**config.mk**
```make
export PLATFORM = sky130hd
export DESIGN_NAME = rect_fill_fsm_flat
export DESIGN_NICKNAME = d
export VERILOG_FILES = /design/src/rtl/lab_pkg.sv /design/src/rtl/rect_fill_fsm_if.sv /design/src/rtl/xy_scan_counter.sv /design/src/rtl/rect_fill_fsm.sv /design/src/flat_wrapper.sv
export SDC_FILE = /design/constraint.sdc
export NUM_CORES = 1
export LEC_CHECK = 0
export CAP_MARGIN = 20
export CORE_UTILIZATION = 35
export DETAILED_ROUTE_END_ITERATION = 8
export GPL_TIMING_DRIVEN = 0
export HOLD_SLACK_MARGIN = 0.05
export PLACE_DENSITY = 0.53
export SLEW_MARGIN = 20
export SYNTH_ARGS = -nofsm -noshare
export SYNTH_HDL_FRONTEND = slang
export SYNTH_SLANG_ARGS = --single-unit
```
**constraint.sdc**
```tcl
create_clock -name clk -period 5.4 [get_ports clk]
set_input_delay 0.81 -clock clk [delete_from_list [all_inputs] [get_ports clk]]
set_output_delay 0.81 -clock clk [all_outputs]
set_load 0.01 [all_outputs]
```
**src/rtl/lab_pkg.sv**
```systemverilog
// Shared types and screen defaults for the rectangle fill controller.
// Optional feature macro used by the block: RECT_FILL_ABORT_EN.
package lab_pkg;

   localparam int unsigned SCREEN_W_DEF = 160;
   localparam int unsigned SCREEN_H_DEF = 120;

   typedef enum logic [1:0] {IDLE, LOAD, DRAW, DONE} e_fill_state;

   typedef enum logic [1:0] {
      MODE_SOLID = 2'd0,
      MODE_COL   = 2'd1,
      MODE_ROW   = 2'd2
   } fill_mode_e;

endpackage

```
**src/rtl/rect_fill_fsm_if.sv**
```systemverilog
// Request and plot bus between the lab top level, the fill controller and the VGA adapter.
// RECT_FILL_ABORT_EN adds the abort request line.
interface rect_fill_fsm_if #(
   parameter int unsigned X_W      = 8,
   parameter int unsigned Y_W      = 7,
   parameter int unsigned COLOUR_W = 3
) ();
   logic                start;
   logic [X_W-1:0]      x0;
   logic [Y_W-1:0]      y0;
   logic [X_W:0]        w;
   logic [Y_W:0]        h;
   logic [COLOUR_W-1:0] colour;
   logic [1:0]          mode;
`ifdef RECT_FILL_ABORT_EN
   logic                abort;
`endif
   logic                busy;
   logic                done;
   logic [X_W-1:0]      vga_x;
   logic [Y_W-1:0]      vga_y;
   logic [COLOUR_W-1:0] vga_colour;
   logic                vga_plot;

   modport master (
`ifdef RECT_FILL_ABORT_EN
      output abort,
`endif
      output start, x0, y0, w, h, colour, mode,
      input  busy, done, vga_x, vga_y, vga_colour, vga_plot
   );

   modport slave (
`ifdef RECT_FILL_ABORT_EN
      input  abort,
`endif
      input  start, x0, y0, w, h, colour, mode,
      output busy, done, vga_x, vga_y, vga_colour, vga_plot
   );
endinterface

```
**src/rtl/xy_scan_counter.sv**
```systemverilog
// Row-major x/y scan counter over an inclusive window [x_start..x_end] x [y_start..y_end].
// Unaffected by RECT_FILL_ABORT_EN.
module xy_scan_counter #(
   parameter int unsigned X_W = 8,
   parameter int unsigned Y_W = 7
) (
   input  logic           clk,
   input  logic           rst,
   input  logic           load,
   input  logic           en,
   input  logic [X_W-1:0] x_start,
   input  logic [Y_W-1:0] y_start,
   input  logic [X_W-1:0] x_end,
   input  logic [Y_W-1:0] y_end,
   output logic [X_W-1:0] x_cnt,
   output logic [Y_W-1:0] y_cnt,
   output logic           last
);

   assign last = (x_cnt == x_end) && (y_cnt == y_end);

   // Counters freeze on the final pixel so y never steps past y_end.
   always_ff @(posedge clk) begin
      if (rst) begin
         x_cnt <= '0;
         y_cnt <= '0;
      end else if (load) begin
         x_cnt <= x_start;
         y_cnt <= y_start;
      end else if (en && !last) begin
         if (x_cnt == x_end) begin
            x_cnt <= x_start;
            y_cnt <= y_cnt + Y_W'(1);
         end else begin
            x_cnt <= x_cnt + X_W'(1);
         end
      end
   end

endmodule

```
**src/rtl/rect_fill_fsm.sv**
```systemverilog
// Clipped rectangle fill controller driving the VGA adapter plot port, one pixel per clock.
// Define RECT_FILL_ABORT_EN to add an abort input that ends a fill early.
module rect_fill_fsm
   import lab_pkg::*;
#(
   parameter int unsigned SCREEN_W = SCREEN_W_DEF,
   parameter int unsigned SCREEN_H = SCREEN_H_DEF,
   parameter int unsigned X_W      = 8,
   parameter int unsigned Y_W      = 7,
   parameter int unsigned COLOUR_W = 3
) (
   input  logic          clk,
   input  logic          rst,
   rect_fill_fsm_if.slave bus
);

   localparam int unsigned XE_W = X_W + 2;
   localparam int unsigned YE_W = Y_W + 2;

   e_fill_state         state, state_nxt;
   logic [X_W-1:0]      x0_q;
   logic [Y_W-1:0]      y0_q;
   logic [X_W:0]        w_q;
   logic [Y_W:0]        h_q;
   logic [COLOUR_W-1:0] colour_q;
   logic [1:0]          mode_q;

   logic [XE_W-1:0]     x_sum;
   logic [YE_W-1:0]     y_sum;
   logic [X_W-1:0]      x_end;
   logic [Y_W-1:0]      y_end;
   logic                empty;
   logic [X_W-1:0]      x_cnt;
   logic [Y_W-1:0]      y_cnt;
   logic                last;
   logic [COLOUR_W-1:0] pix_colour;

   always_ff @(posedge clk) begin
      if (rst) state <= IDLE;
      else     state <= state_nxt;
   end

   // Request capture; the request lines are ignored once a fill is accepted.
   always_ff @(posedge clk) begin
      if (rst) begin
         x0_q     <= '0;
         y0_q     <= '0;
         w_q      <= '0;
         h_q      <= '0;
         colour_q <= '0;
         mode_q   <= '0;
      end else if (state == IDLE && bus.start) begin
         x0_q     <= bus.x0;
         y0_q     <= bus.y0;
         w_q      <= bus.w;
         h_q      <= bus.h;
         colour_q <= bus.colour;
         mode_q   <= bus.mode;
      end
   end

   // Two extra bits keep x0+w-1 from wrapping before it is clipped to the screen.
   assign x_sum = XE_W'(x0_q) + XE_W'(w_q) - XE_W'(1);
   assign y_sum = YE_W'(y0_q) + YE_W'(h_q) - YE_W'(1);
   assign x_end = (x_sum > XE_W'(SCREEN_W - 1)) ? X_W'(SCREEN_W - 1) : X_W'(x_sum);
   assign y_end = (y_sum > YE_W'(SCREEN_H - 1)) ? Y_W'(SCREEN_H - 1) : Y_W'(y_sum);

   assign empty = (w_q == '0) || (h_q == '0) ||
                  ((X_W+1)'(x0_q) >= (X_W+1)'(SCREEN_W)) ||
                  ((Y_W+1)'(y0_q) >= (Y_W+1)'(SCREEN_H));

   xy_scan_counter #(.X_W(X_W), .Y_W(Y_W)) u_scan (
      .clk     (clk),
      .rst     (rst),
      .load    (state == LOAD),
      .en      (state == DRAW),
      .x_start (x0_q),
      .y_start (y0_q),
      .x_end   (x_end),
      .y_end   (y_end),
      .x_cnt   (x_cnt),
      .y_cnt   (y_cnt),
      .last    (last)
   );

   // Undefined mode 3 falls back to the solid colour.
   always_comb begin
      pix_colour = colour_q;
      case (mode_q)
         MODE_COL: pix_colour = x_cnt[COLOUR_W-1:0];
         MODE_ROW: pix_colour = y_cnt[COLOUR_W-1:0];
         default:  pix_colour = colour_q;
      endcase
   end

   always_comb begin
      state_nxt      = state;
      bus.busy       = 1'b0;
      bus.done       = 1'b0;
      bus.vga_plot   = 1'b0;
      bus.vga_x      = '0;
      bus.vga_y      = '0;
      bus.vga_colour = '0;
      case (state)
         IDLE: begin
            if (bus.start) state_nxt = LOAD;
         end
         LOAD: begin
            bus.busy  = 1'b1;
            state_nxt = empty ? DONE : DRAW;
`ifdef RECT_FILL_ABORT_EN
            if (bus.abort) state_nxt = DONE;
`endif
         end
         DRAW: begin
            bus.busy       = 1'b1;
            bus.vga_plot   = 1'b1;
            bus.vga_x      = x_cnt;
            bus.vga_y      = y_cnt;
            bus.vga_colour = pix_colour;
            if (last) state_nxt = DONE;
`ifdef RECT_FILL_ABORT_EN
            if (bus.abort) state_nxt = DONE;
`endif
         end
         DONE: begin
            bus.done = 1'b1;
            if (!bus.start) state_nxt = IDLE;
         end
         default: state_nxt = IDLE;
      endcase
   end

endmodule

```
**src/flat_wrapper.sv**
```systemverilog
// flat-port wrapper written by rule: the top's interface ports become plain ports
module rect_fill_fsm_flat import lab_pkg::*;
#(
   parameter int unsigned SCREEN_W = SCREEN_W_DEF,
   parameter int unsigned SCREEN_H = SCREEN_H_DEF,
   parameter int unsigned X_W      = 8,
   parameter int unsigned Y_W      = 7,
   parameter int unsigned COLOUR_W = 3
)
  (clk, rst, bus_start, bus_x0, bus_y0, bus_w, bus_h, bus_colour, bus_mode, bus_busy, bus_done, bus_vga_x, bus_vga_y, bus_vga_colour, bus_vga_plot);
  rect_fill_fsm_if #(.X_W(X_W), .Y_W(Y_W), .COLOUR_W(COLOUR_W)) bus_i ();
  input  logic clk;
  input  logic rst;
  input wire logic [$bits(bus_i.start)-1:0] bus_start;
  input wire logic [$bits(bus_i.x0)-1:0] bus_x0;
  input wire logic [$bits(bus_i.y0)-1:0] bus_y0;
  input wire logic [$bits(bus_i.w)-1:0] bus_w;
  input wire logic [$bits(bus_i.h)-1:0] bus_h;
  input wire logic [$bits(bus_i.colour)-1:0] bus_colour;
  input wire logic [$bits(bus_i.mode)-1:0] bus_mode;
  output wire logic [$bits(bus_i.busy)-1:0] bus_busy;
  output wire logic [$bits(bus_i.done)-1:0] bus_done;
  output wire logic [$bits(bus_i.vga_x)-1:0] bus_vga_x;
  output wire logic [$bits(bus_i.vga_y)-1:0] bus_vga_y;
  output wire logic [$bits(bus_i.vga_colour)-1:0] bus_vga_colour;
  output wire logic [$bits(bus_i.vga_plot)-1:0] bus_vga_plot;
  assign bus_i.start = bus_start;
  assign bus_i.x0 = bus_x0;
  assign bus_i.y0 = bus_y0;
  assign bus_i.w = bus_w;
  assign bus_i.h = bus_h;
  assign bus_i.colour = bus_colour;
  assign bus_i.mode = bus_mode;
  assign bus_busy = bus_i.busy;
  assign bus_done = bus_i.done;
  assign bus_vga_x = bus_i.vga_x;
  assign bus_vga_y = bus_i.vga_y;
  assign bus_vga_colour = bus_i.vga_colour;
  assign bus_vga_plot = bus_i.vga_plot;
  rect_fill_fsm #(.SCREEN_W(SCREEN_W), .SCREEN_H(SCREEN_H), .X_W(X_W), .Y_W(Y_W), .COLOUR_W(COLOUR_W)) u_core (.clk(clk), .rst(rst), .bus(bus_i));
endmodule
```
# After elaboration in Yosys (flattened, before gate mapping)
# Cells that the tools add are included.
# W data, S select, Z words.
[totals]
inputBits = 40
ff_bits = 54
word_cells = 64
out_inout_bits = 21
[classes]
n_lt_le_gt_ge = 4
n_mux = 20
n_reduce_logical = 15
n_eq_ne = 10
n_addsub = 6
[ops]
columns = ["operator", "count"]
rows = [
  ["$mux W8", 5],
  ["$mux W7", 5],
  ["$add A8 B9 Y10", 1],
  ["$gt A10 B8 Y1 const B", 1],
  ["$sub A10 B1 Y10 const B", 1],
  ["$add A7 B8 Y9", 1],
  ["$gt A9 B7 Y1 const B", 1],
  ["$logic_not A9 Y1", 1],
  ["$sub A9 B1 Y9 const B", 1],
  ["$add A8 B1 Y8 const B", 1],
  ["$eq A8 B8 Y1", 1],
  ["$ge A8 B8 Y1 const B", 1],
  ["$logic_not A8 Y1", 1],
  ["$pmux W2 S4", 1],
  ["$add A7 B1 Y7 const B", 1],
  ["$eq A7 B7 Y1", 1],
  ["$ge A7 B7 Y1 const B", 1],
  ["$eq A2 B2 Y1 const B", 3],
  ["$mux W2", 3],
  ["$pmux W3 S2", 1],
  ["$eq A2 B1 Y1 const B", 2],
  ["$mux W1", 4],
  ["$ne A2 B2 Y1 const B", 2],
  ["$reduce_bool A2 Y1", 2],
  ["other kinds (9)", 13],
]

# Depth between registers and ports, before layout
# Gate-level depths: netlist of run 1.
[depth]
ltp_word = 10
mapped_depth = 16
depth_no_buf = 15

# By module
# Synthesis of run 1 repeated with hierarchy kept, for this count alone.
[unflattened]
hier_cells = 559
hier_area_um2 = 4169.0
[modules_own_cells]
columns = ["mod", "area_per_inst_um2", "n_inst", "cells_per_inst"]
rows = [
  ["rect_fill_fsm", 3047.9, 1, 418],
  ["xy_scan_counter", 1121.1, 1, 141],
]

# Least setup slack after synthesis of run 1
# No wires, ideal clock.
[synth_path]
kind = "register to register"
startpoint = "register u_core.h_q[1]"
endpoint = "register u_core.u_scan.y_cnt[6]"
period_less_slack_ns = 3.802
path_slack_ns = 1.598
arrival_time_ns = 3.699
setup_time_ns = 0.103
path_stages_with_launch = 16
path_cell_list = "dfxtp_1 > inv_1 > ha_1 > inv_1 > ha_1 > fa_1 > a211o_1 > a2111oi_2 > nor3_1 > or3_4 > o2111a_1 > o211a_1 > nand2b_1 > buf_2 > o31a_1 > a2111oi_2"
[synth_via]
elab_chain_len = 10
[synth_rtl]
columns = ["element", "line_no", "text"]
rows = [
  ["start, declared", "rect_fill_fsm.sv:24", "logic [Y_W:0] h_q;"],
  ["start signal, assigned", "rect_fill_fsm.sv:56", "h_q <= bus.h;"],
  ["$add A7 B8 Y9 *", "rect_fill_fsm.sv:64", "assign y_sum = YE_W'(y0_q) + YE_W'(h_q) - YE_W'(1);"],
  ["$sub A9 B1 Y9 *", "rect_fill_fsm.sv:64", ""],
  ["$gt A9 B7 Y1", "rect_fill_fsm.sv:66", "assign y_end = (y_sum > YE_W'(SCREEN_H - 1)) ? Y_W'(SCREEN_H - 1) : Y_W'(y_sum);"],
  ["$mux W7 *", "rect_fill_fsm.sv:66", ""],
  ["$eq A7 B7 Y1 *", "xy_scan_counter.sv:20", "assign last = (x_cnt == x_end) && (y_cnt == y_end);"],
  ["$logic_and A1 B1 Y1 *", "xy_scan_counter.sv:20", ""],
  ["$logic_not A1 Y1 *", "xy_scan_counter.sv:30", "end else if (en && !last) begin"],
  ["$logic_and A1 B1 Y1 *", "xy_scan_counter.sv:30", ""],
  ["$reduce_bool A2 Y1 (no source line) *", "--", ""],
  ["$reduce_and A2 Y1 (no source line) *", "--", ""],
  ["end signal, assigned", "xy_scan_counter.sv:29", "y_cnt <= y_start;"],
  ["end signal, assigned", "xy_scan_counter.sv:33", "y_cnt <= y_cnt + Y_W'(1);"],
  ["end, declared", "xy_scan_counter.sv:16", "output logic [Y_W-1:0] y_cnt,"],
]
# Mark *: on every way between the ends. The rest lies on a longest branch, timed or not.
# A chain may end at the register's enable or synchronous reset.

# Final worst setup path of run 1
[layout_path]
startpoint = "register u_core.x0_q[7]"
endpoint = "register u_core.state[0]"
[layout_via]
elab_chain_len = 8
word_cells_on_any_way = 13
classes_between = "2 x add/sub; 2 x order compare; 2 x eq/ne; 3 x mux; 4 x reduce/logical"
[layout_rtl]
columns = ["element", "line_no", "text"]
rows = [
  ["start, declared", "rect_fill_fsm.sv:21", "logic [X_W-1:0] x0_q;"],
  ["start signal, assigned", "rect_fill_fsm.sv:53", "x0_q <= bus.x0;"],
  ["$add A8 B9 Y10", "rect_fill_fsm.sv:63", "assign x_sum = XE_W'(x0_q) + XE_W'(w_q) - XE_W'(1);"],
  ["$sub A10 B1 Y10", "rect_fill_fsm.sv:63", ""],
  ["$gt A10 B8 Y1", "rect_fill_fsm.sv:65", "assign x_end = (x_sum > XE_W'(SCREEN_W - 1)) ? X_W'(SCREEN_W - 1) : X_W'(x_sum);"],
  ["$mux W8", "rect_fill_fsm.sv:65", ""],
  ["$eq A8 B8 Y1", "xy_scan_counter.sv:20", ""],
  ["$logic_and A1 B1 Y1", "xy_scan_counter.sv:20", ""],
  ["$ne A2 B1 Y1 (no source line)", "--", ""],
  ["$reduce_and A3 Y1 (no source line)", "--", ""],
  ["end signal, assigned", "rect_fill_fsm.sv:40", "else state <= state_nxt;"],
  ["end, declared", "rect_fill_fsm.sv:20", "e_fill_state state, state_nxt;"],
]
# Parallel ways exist; a longest one is shown, timed or not.

==> results.sh, run 1 <==
export IMPL_yosysSeqAreaShare_pct=25.2
export IMPL_track_usage_pct=19.3
export IMPL_drc=0
export IMPL_multiInputGateArea_sq_mm=0.00281
export IMPL_first_global_vias=3817
export IMPL_hold_viol=0
export IMPL_synth_flop_cell="dfxtp_1"
export IMPL_cts_tree="done"
export IMPL_portBuffers=60
export IMPL_rows=40
export IMPL_outcome="complete, no violations"
export IMPL_intPower_mw=1.38
export IMPL_crit_start="u_core.x0_q[7]$_SDFFE_PP0P_"
export IMPL_startpoint_type="register"
export IMPL_start_util_pct=35.9
export IMPL_final_net_count=721
export IMPL_syn2layout_area_growth_pct=21.9
export IMPL_critPathBufInv=3
export IMPL_syn_area_sq_mm=0.00429
export IMPL_ir_drop_uv=191
export IMPL_cts_made_buffers=5
export IMPL_postCtsHoldBufs=0
export IMPL_synthTopCellsByArea="dfxtp_1 (25%), ha_1 (11%), nand2_1 (7.8%)"
export IMPL_syn_inst=573
export IMPL_required_ns=5.64
export IMPL_die_area_sq_mm=0.0127
export IMPL_diodes=0
export IMPL_critPathMaxStageDelay_ns=0.87
export IMPL_cts_root_buf="clkbuf_16"
export IMPL_fillerInstances=1256
export IMPL_synth_seq_cells=54
export IMPL_setup_violations=0
export IMPL_critical_path_endpoint="u_core.state[0]$_SDFFE_PP0P_"
export IMPL_ys_types=76
export IMPL_die_height_um=113
export IMPL_power_mw=2.66
export IMPL_ys_async_sr_fraction_pct=0
export IMPL_cts_sinks=54
export IMPL_power_density_mw_per_mm2=508
export IMPL_io_pins=61
export IMPL_leakagePower_nw=2.03
export IMPL_synth_top_cell_area_share_pct=25.2
export IMPL_synth_top_family_by_area="compound AO/OA/AOI/OAI gates"
export IMPL_clkPwrFrac_pct=12.9
export IMPL_gp_congestion=0.858
export IMPL_final_max_slew_viol_count=0
export IMPL_seq_power_share_pct=22.8
export IMPL_grt_setup_unrepaired="false"
export IMPL_die_w_um=113
export IMPL_switchingPower_mw=1.28
export IMPL_wl_per_cell_um=15.7
export IMPL_cts_setup_buffers=0
export IMPL_synth_xor_xnor_area_share_pct=2.80
export IMPL_cp_end_kind="register"
export IMPL_core_area_sq_mm=0.0120
export IMPL_register_area_sq_mm=0.00108
export IMPL_reg2reg_setup_slack_ns=1.01
export IMPL_crit_cells=14
export IMPL_grt_max_degree=18
export IMPL_syn_area_per_cell_sq_um=7.49
export IMPL_hold_class="reg -> reg"
export IMPL_wl_um=12400
export IMPL_swShare_pct=48.2
export IMPL_crit_fanout=10
export IMPL_vias_per_cell=5.36
export IMPL_rr_startpoint="u_core.x0_q[7]$_SDFFE_PP0P_"
export IMPL_yosys_area_top_type="dfxtp_1"
export IMPL_grt_pass1_wl_um=19700
export IMPL_synth_fa_ha_area_share_pct=12.3
export IMPL_pwr_share_comb_pct=64.4
export IMPL_cp_top_family="compound AO/OA/AOI/OAI gates"
export IMPL_synth_compound_area_share_pct=26.8
export IMPL_muxShareOfSynthArea_pct=0.962
export IMPL_placedCellCount=780
export IMPL_cts_max_level=2
export IMPL_worst_slew_pin_slew_ns=0.951
export IMPL_r2r_end="u_core.state[0]$_SDFFE_PP0P_"
export IMPL_reg2reg_depth=14
export IMPL_clkTransAtPathRegs_ns=0.07
export IMPL_syn_nets=654
export IMPL_cap_violations=0
export IMPL_period_minus_slack_ns=4.39
export IMPL_layout_drive_gt1_share_pct=4.99
export IMPL_cts_path_max_buffers=2
export IMPL_clock_latency_ns=0.30
export IMPL_synthSimpleGateAreaFrac_pct=22.4
export IMPL_fin_skew_ns=0.00338
export IMPL_worstSetupPathType="reg -> reg"
export IMPL_final_setup_tns_ns=0
export IMPL_crit_arrival_ns=4.63
export IMPL_max_slew_margin_rel_pct=36.6
export IMPL_yosys_warnings=0
export IMPL_finalCritPeriodShare_pct=81.3
export IMPL_crit_chain="inv_1, ha_1, inv_1, ha_1, a21oi_1, a21boi_0, a222oi_1, a21o_2, o21ai_1, a311oi_4, a41oi_2, buf_6, o31ai_2, o311a_1"
export IMPL_cpMaxStageDelayCell="a222oi_1"
export IMPL_max_freq_mhz=228
export IMPL_cts_resized=0
export IMPL_hpwlAfterDp_um=9830
export IMPL_drt_iter0_drc=296
export IMPL_antenna_found_initial=0
export IMPL_instances_no_fill=788
export IMPL_postRouteAntennaNets=0
export IMPL_gr_total_overflow=0
export IMPL_drt_first_pass_iters=4
export IMPL_synth_edf_count=0
export IMPL_vias=4221
[worst min path at each step]
| stage | from | endpoint | slack, ns | depth (start not counted) |
|---|---|---|---|---|
| after detailed placement | u_core.colour_q[0]$_SDFFE_PP0P_ | u_core.colour_q[0]$_SDFFE_PP0P_ | 0.45 | 2 |
| final | u_core.w_q[3]$_SDFFE_PP0P_ | u_core.w_q[3]$_SDFFE_PP0P_ | 0.46 | 2 |
| after global placement | u_core.colour_q[1]$_SDFFE_PP0P_ | u_core.colour_q[1]$_SDFFE_PP0P_ | 0.45 | 2 |
| after floorplan | u_core.w_q[3]$_SDFFE_PP0P_ | u_core.w_q[3]$_SDFFE_PP0P_ | 0.44 | 2 |
| after global routing | u_core.colour_q[1]$_SDFFE_PP0P_ | u_core.colour_q[1]$_SDFFE_PP0P_ | 0.48 | 2 |
| after CTS | u_core.colour_q[0]$_SDFFE_PP0P_ | u_core.colour_q[0]$_SDFFE_PP0P_ | 0.46 | 2 |
[worst register-to-register path, stage by stage (launching register included)]
cell and delay, ns:
dfxtp_1 0.34, inv_1 0.11, ha_1 0.30, inv_1 0.04, ha_1 0.38, a21oi_1 0.35, a21boi_0 0.15, a222oi_1 0.87
a21o_2 0.27, o21ai_1 0.14, a311oi_4 0.44, a41oi_2 0.30, buf_6 0.23, o31ai_2 0.23, o311a_1 0.19
[power groups by stage]
| stage | Combinational [mW] | Sequential (mW) | Clock, mW |
|---|---|---|---|
| final | 1.71 | 0.606 | 0.343 |
| after CTS | 1.70 | 0.604 | 0.348 |
| after global placement | 1.67 | 0.610 | 0 |
| after detailed placement | 1.69 | 0.614 | 0 |
| after global routing | 1.90 | 0.621 | 0.361 |
| after floorplan | 1.29 | 0.571 | 0 |
[cells in the final DEF, fill, tap and decap left out, drive strengths merged, types with 7 or more instances in the layout]
| master | n |
|---|---|
| clkdlybuf4s50 | 60 |
| a2111oi | 7 |
| nand2 | 89 |
| nor3 | 9 |
| ha | 39 |
| nor2 | 27 |
| o21ai | 16 |
| clkbuf | 25 |
| dfxtp | 54 |
| a31oi | 7 |
| o31ai | 7 |
| a21oi | 57 |
| nand3 | 12 |
| inv | 76 |
| or3 | 7 |
| and2 | 15 |
| nor4 | 8 |
[layer usage]
layer  share of wire (%)  global-route usage, %  up-vias
met1                  52                   29.6     1928
met5                   0                      0        -
met3                 4.8                   2.52        9
met4                0.98                   4.18        0
met2                  42                   28.6      118
li1                    -                      -     2166
[registers in the layout (all words and copies together), names as in the netlist]
register / cells
u_core.state: 2
u_core.u_scan.y_cnt: 7
u_core.x0_q: 8
u_core.h_q: 8
u_core.w_q: 9
u_core.mode_q: 2
u_core.colour_q: 3
u_core.y0_q: 7
u_core.u_scan.x_cnt: 8
[through the flow]
stage / util, % / hold WS, ns / instance area, sq um / worst slack, ns
2_1_floorplan: - / 0.436 / 4290 / 1.60
3_3_place_gp: 42.4 / 0.447 / 5080 / 1.09
3_5_place_dp: 42.4 / 0.449 / 5080 / 1.03
4_1_cts: 43.8 / 0.459 / 5230 / 1.01
5_1_grt: 43.8 / 0.484 / 5230 / 0.614
6_report: 43.8 / 0.464 / 5230 / 1.01
[cell usage after synthesis, types with 8 or more instances]
cell type and count:
nor2_1 27, nor4_1 8, and2_1 15, nand3_1 11, ha_1 39, nor3_1 9
nand2_1 89, a21oi_1 57, inv_1 76, clkbuf_1 19, o21ai_0 11, dfxtp_1 54
[area by class of cell]
class,count,area share (%)
Clock inverter,2,0.335
Inverter,78,5.59
Sequential cell,54,20.7
Clock buffer,6,2.65
Tap cell,147,3.51
Buffer,25,2.18
Timing Repair Buffer,60,11.5
Multi-Input combinational cell,416,53.6
[logic make-up after synthesis]
logic type | Yosys count
xor+xnor | 12
compound gates | 160
buf+inv | 103
simple gates | 199
mux | 4
fa+ha+maj | 41
flops | 54
(Power assumes the default switching activity.)
==> run 2, diff against run 1 <==
Clock period 5.4 ns to 4.1 ns, I/O delays scaled along.
==> run 2 against run 1 <==
  * Final cell count rose by 1.1%
  * Via count rose by 1.8%
  * Core utilization rose by 2.2 points
  * Register-to-register slack got worse by 0.89 ns
  * Non-clock buffer count rose by 9
  * Largest cell class unchanged
==> results.sh, run 2 (synthesis gave the netlist of run 1 again) <==
export IMPL_outcome="complete, no violations"
export IMPL_worst_slew_pin_slew_ns=0.607
export IMPL_setup_violations=0
export IMPL_period_minus_slack_ns=3.98
export IMPL_reg2reg_setup_slack_ns=0.12
export IMPL_place_ws_ns=-0.274
export IMPL_portBuffers=60
export IMPL_drt_iter0_drc=285
export IMPL_max_freq_mhz=251
export IMPL_largest_reg_flops=9
export IMPL_ir_drop_uv=246
export IMPL_track_usage_pct=19.5
export IMPL_drc=0
export IMPL_cp_top_family="simple AND/OR/NAND/NOR gates"
export IMPL_fin_area_sq_mm=0.00549
export IMPL_critPathBufInv=4
export IMPL_cts_root_buf="clkbuf_16"
export IMPL_fin_skew_ns=0.00705
export IMPL_crit_cells=15
export IMPL_seq_power_share_pct=21.2
export IMPL_reg2reg_depth=15
export IMPL_grt_use_met1_pct=29.6
export IMPL_grt_util_met3_pct=2.62
export IMPL_max_slew_margin_rel_pct=59.6
export IMPL_start_util_pct=35.9
export IMPL_gp_congestion=0.858
export IMPL_crit_chain="inv_2, ha_1, inv_1, ha_2, or3_4, or4_4, o31ai_4, a2111oi_4, buf_4, or4_4, a22oi_4, and3_1, buf_4, o21ai_1, a2111oi_2"
export IMPL_die_height_um=113
export IMPL_cap_violations=0
export IMPL_switchingPower_mw=1.82
export IMPL_final_cell_mix="nand2_1 (89), inv_1 (75), clkdlybuf4s50_1 (60)"
export IMPL_postRouteAntennaNets=0
export IMPL_cpMaxStageDelayCell="or4_4"
export IMPL_hold_class="reg -> reg"
export IMPL_leakagePower_nw=2.11
export IMPL_rows=40
export IMPL_layout_drive_gt1_share_pct=10.9
export IMPL_io_pins=61
export IMPL_vias_per_cell=5.39
export IMPL_cts_path_max_buffers=2
export IMPL_crit_arrival_ns=4.17
export IMPL_cp_end_kind="register"
export IMPL_wl_per_cell_um=16.0
export IMPL_final_max_slew_viol_count=0
export IMPL_postCtsHoldBufs=0
export IMPL_wl_um=12800
export IMPL_crit_fanout=7
export IMPL_crit_start="u_core.x0_q[6]$_SDFFE_PP0P_"
export IMPL_hold_viol=0
export IMPL_critPathMaxStageDelay_ns=0.51
export IMPL_clock_latency_ns=0.30
export IMPL_setup_slack_ns=0.121
export IMPL_r2r_end="u_core.u_scan.x_cnt[2]$_SDFFE_PP0P_"
export IMPL_core_area_sq_mm=0.0120
export IMPL_pwr_share_comb_pct=66.9
export IMPL_drt_first_pass_iters=5
export IMPL_hpwlAfterDp_um=9830
export IMPL_rr_startpoint="u_core.x0_q[6]$_SDFFE_PP0P_"
export IMPL_grt_busiest_layer="met1"
export IMPL_required_ns=4.29
export IMPL_cts_max_level=2
export IMPL_clkPwrFrac_pct=12.0
export IMPL_antenna_found_initial=0
export IMPL_startpoint_type="register"
export IMPL_vias=4298
export IMPL_regMostFlops="u_core.w_q"
export IMPL_critical_path_endpoint="u_core.u_scan.x_cnt[2]$_SDFFE_PP0P_"
export IMPL_clkTransAtPathRegs_ns=0.08
export IMPL_grt_pass1_wl_um=19900
export IMPL_grt_max_degree=18
export IMPL_cts_sinks=54
export IMPL_cts_made_buffers=5
export IMPL_swShare_pct=48.1
export IMPL_final_common_cell="nand2_1"
export IMPL_die_area_sq_mm=0.0127
export IMPL_diodes=0
export IMPL_use_met2_pct=29.1
export IMPL_final_net_count=730
export IMPL_first_global_vias=3847
export IMPL_finalCritPeriodShare_pct=97.1
export IMPL_intPower_mw=1.97
export IMPL_cts_tree="done"
export IMPL_dpl_cell_area_sq_mm=0.00508
export IMPL_worstSetupPathType="reg -> reg"
export IMPL_die_w_um=113
export IMPL_gr_total_overflow=0
export IMPL_power_density_mw_per_mm2=690
export IMPL_syn2layout_area_growth_pct=27.9
[run 2: changes by cell type in the layout (fill, tap and decap cells not counted), moves of 3 or more]
cell,before,now
dfxtp_2,0,6
ha_1,39,35
dfxtp_1,54,48
buf_4,0,10
ha_2,0,3
[run 2: repair_timing]
action,CTS,global route
gates cloned,0,2
setup endpoints to repair,17,17
buffers inserted,2,5
pin swaps,3,12
gates resized for setup,6,40
[run 2: how the worst min path moves through the flow]
stage / start / depth (start not counted) / slack [ns] / endpoint
floorplan: u_core.w_q[3]$_SDFFE_PP0P_ / 2 / 0.44 / u_core.w_q[3]$_SDFFE_PP0P_
global route: u_core.h_q[1]$_SDFFE_PP0P_ / 2 / 0.48 / u_core.h_q[1]$_SDFFE_PP0P_
CTS: u_core.colour_q[0]$_SDFFE_PP0P_ / 2 / 0.46 / u_core.colour_q[0]$_SDFFE_PP0P_
detailed placement: u_core.colour_q[0]$_SDFFE_PP0P_ / 2 / 0.45 / u_core.colour_q[0]$_SDFFE_PP0P_
global placement: u_core.colour_q[1]$_SDFFE_PP0P_ / 2 / 0.45 / u_core.colour_q[1]$_SDFFE_PP0P_
finish: u_core.colour_q[0]$_SDFFE_PP0P_ / 2 / 0.46 / u_core.colour_q[0]$_SDFFE_PP0P_
[run 2: through the flow]
step | hold WS (ns) | setup TNS, ns | util, % | total power, mW | std cells
global route | 0.483 | -0.00253 | 45.9 | 4.10 | 797
detailed placement | 0.449 | -3.10 | 42.4 | 3.04 | 780
finish | 0.465 | 0 | 45.9 | 3.79 | 797
global placement | 0.447 | -2.25 | 42.4 | 3.00 | 780
CTS | 0.459 | -0.0593 | 44.2 | 3.58 | 790
floorplan | 0.436 | 0 | - | 2.45 | 573
[run 2: per-layer routing]
layer / vias up / share of wire (%)
li1: 2180 / -
met1: 1976 / 52
met2: 128 / 42
met3: 14 / 5.1
met4: 0 / 1.2
met5: - / 0
[run 2: worst register-to-register path, cell delays in order, from the launching register on]
cell and delay [ns]:
dfxtp_2 0.35, inv_2 0.06, ha_1 0.29, inv_1 0.06, ha_2 0.33, or3_4 0.43, or4_4 0.51, o31ai_4 0.09
a2111oi_4 0.10, buf_4 0.18, or4_4 0.45, a22oi_4 0.24, and3_1 0.20, buf_4 0.16, o21ai_1 0.08, a2111oi_2 0.36
[run 2: final cells by class]
class / instances / area, sq um
Inverter: 78 / 293
Timing Repair Buffer: 69 / 666
Clock inverter: 2 / 17.5
Buffer: 25 / 119
Fill cell: 1237 / 6470
Tap cell: 147 / 184
Clock buffer: 6 / 139
Sequential cell: 54 / 1090
Multi-Input combinational cell: 416 / 2990
[run 2: power by group through the flow]
| stage | sequential [mW] | combinational (mW) | clock (mW) |
|---|---|---|---|
| global route | 0.822 | 2.80 | 0.478 |
| global placement | 0.804 | 2.20 | 0 |
| finish | 0.803 | 2.53 | 0.453 |
| CTS | 0.796 | 2.32 | 0.458 |
| floorplan | 0.751 | 1.70 | 0 |
| detailed placement | 0.809 | 2.23 | 0 |
==> run 3, diff against run 2 <==
Settings changed: CAP_MARGIN 20 to default.
==> results of run 3 <==
Final layout, timing and power as in run 2 (identical DEF).
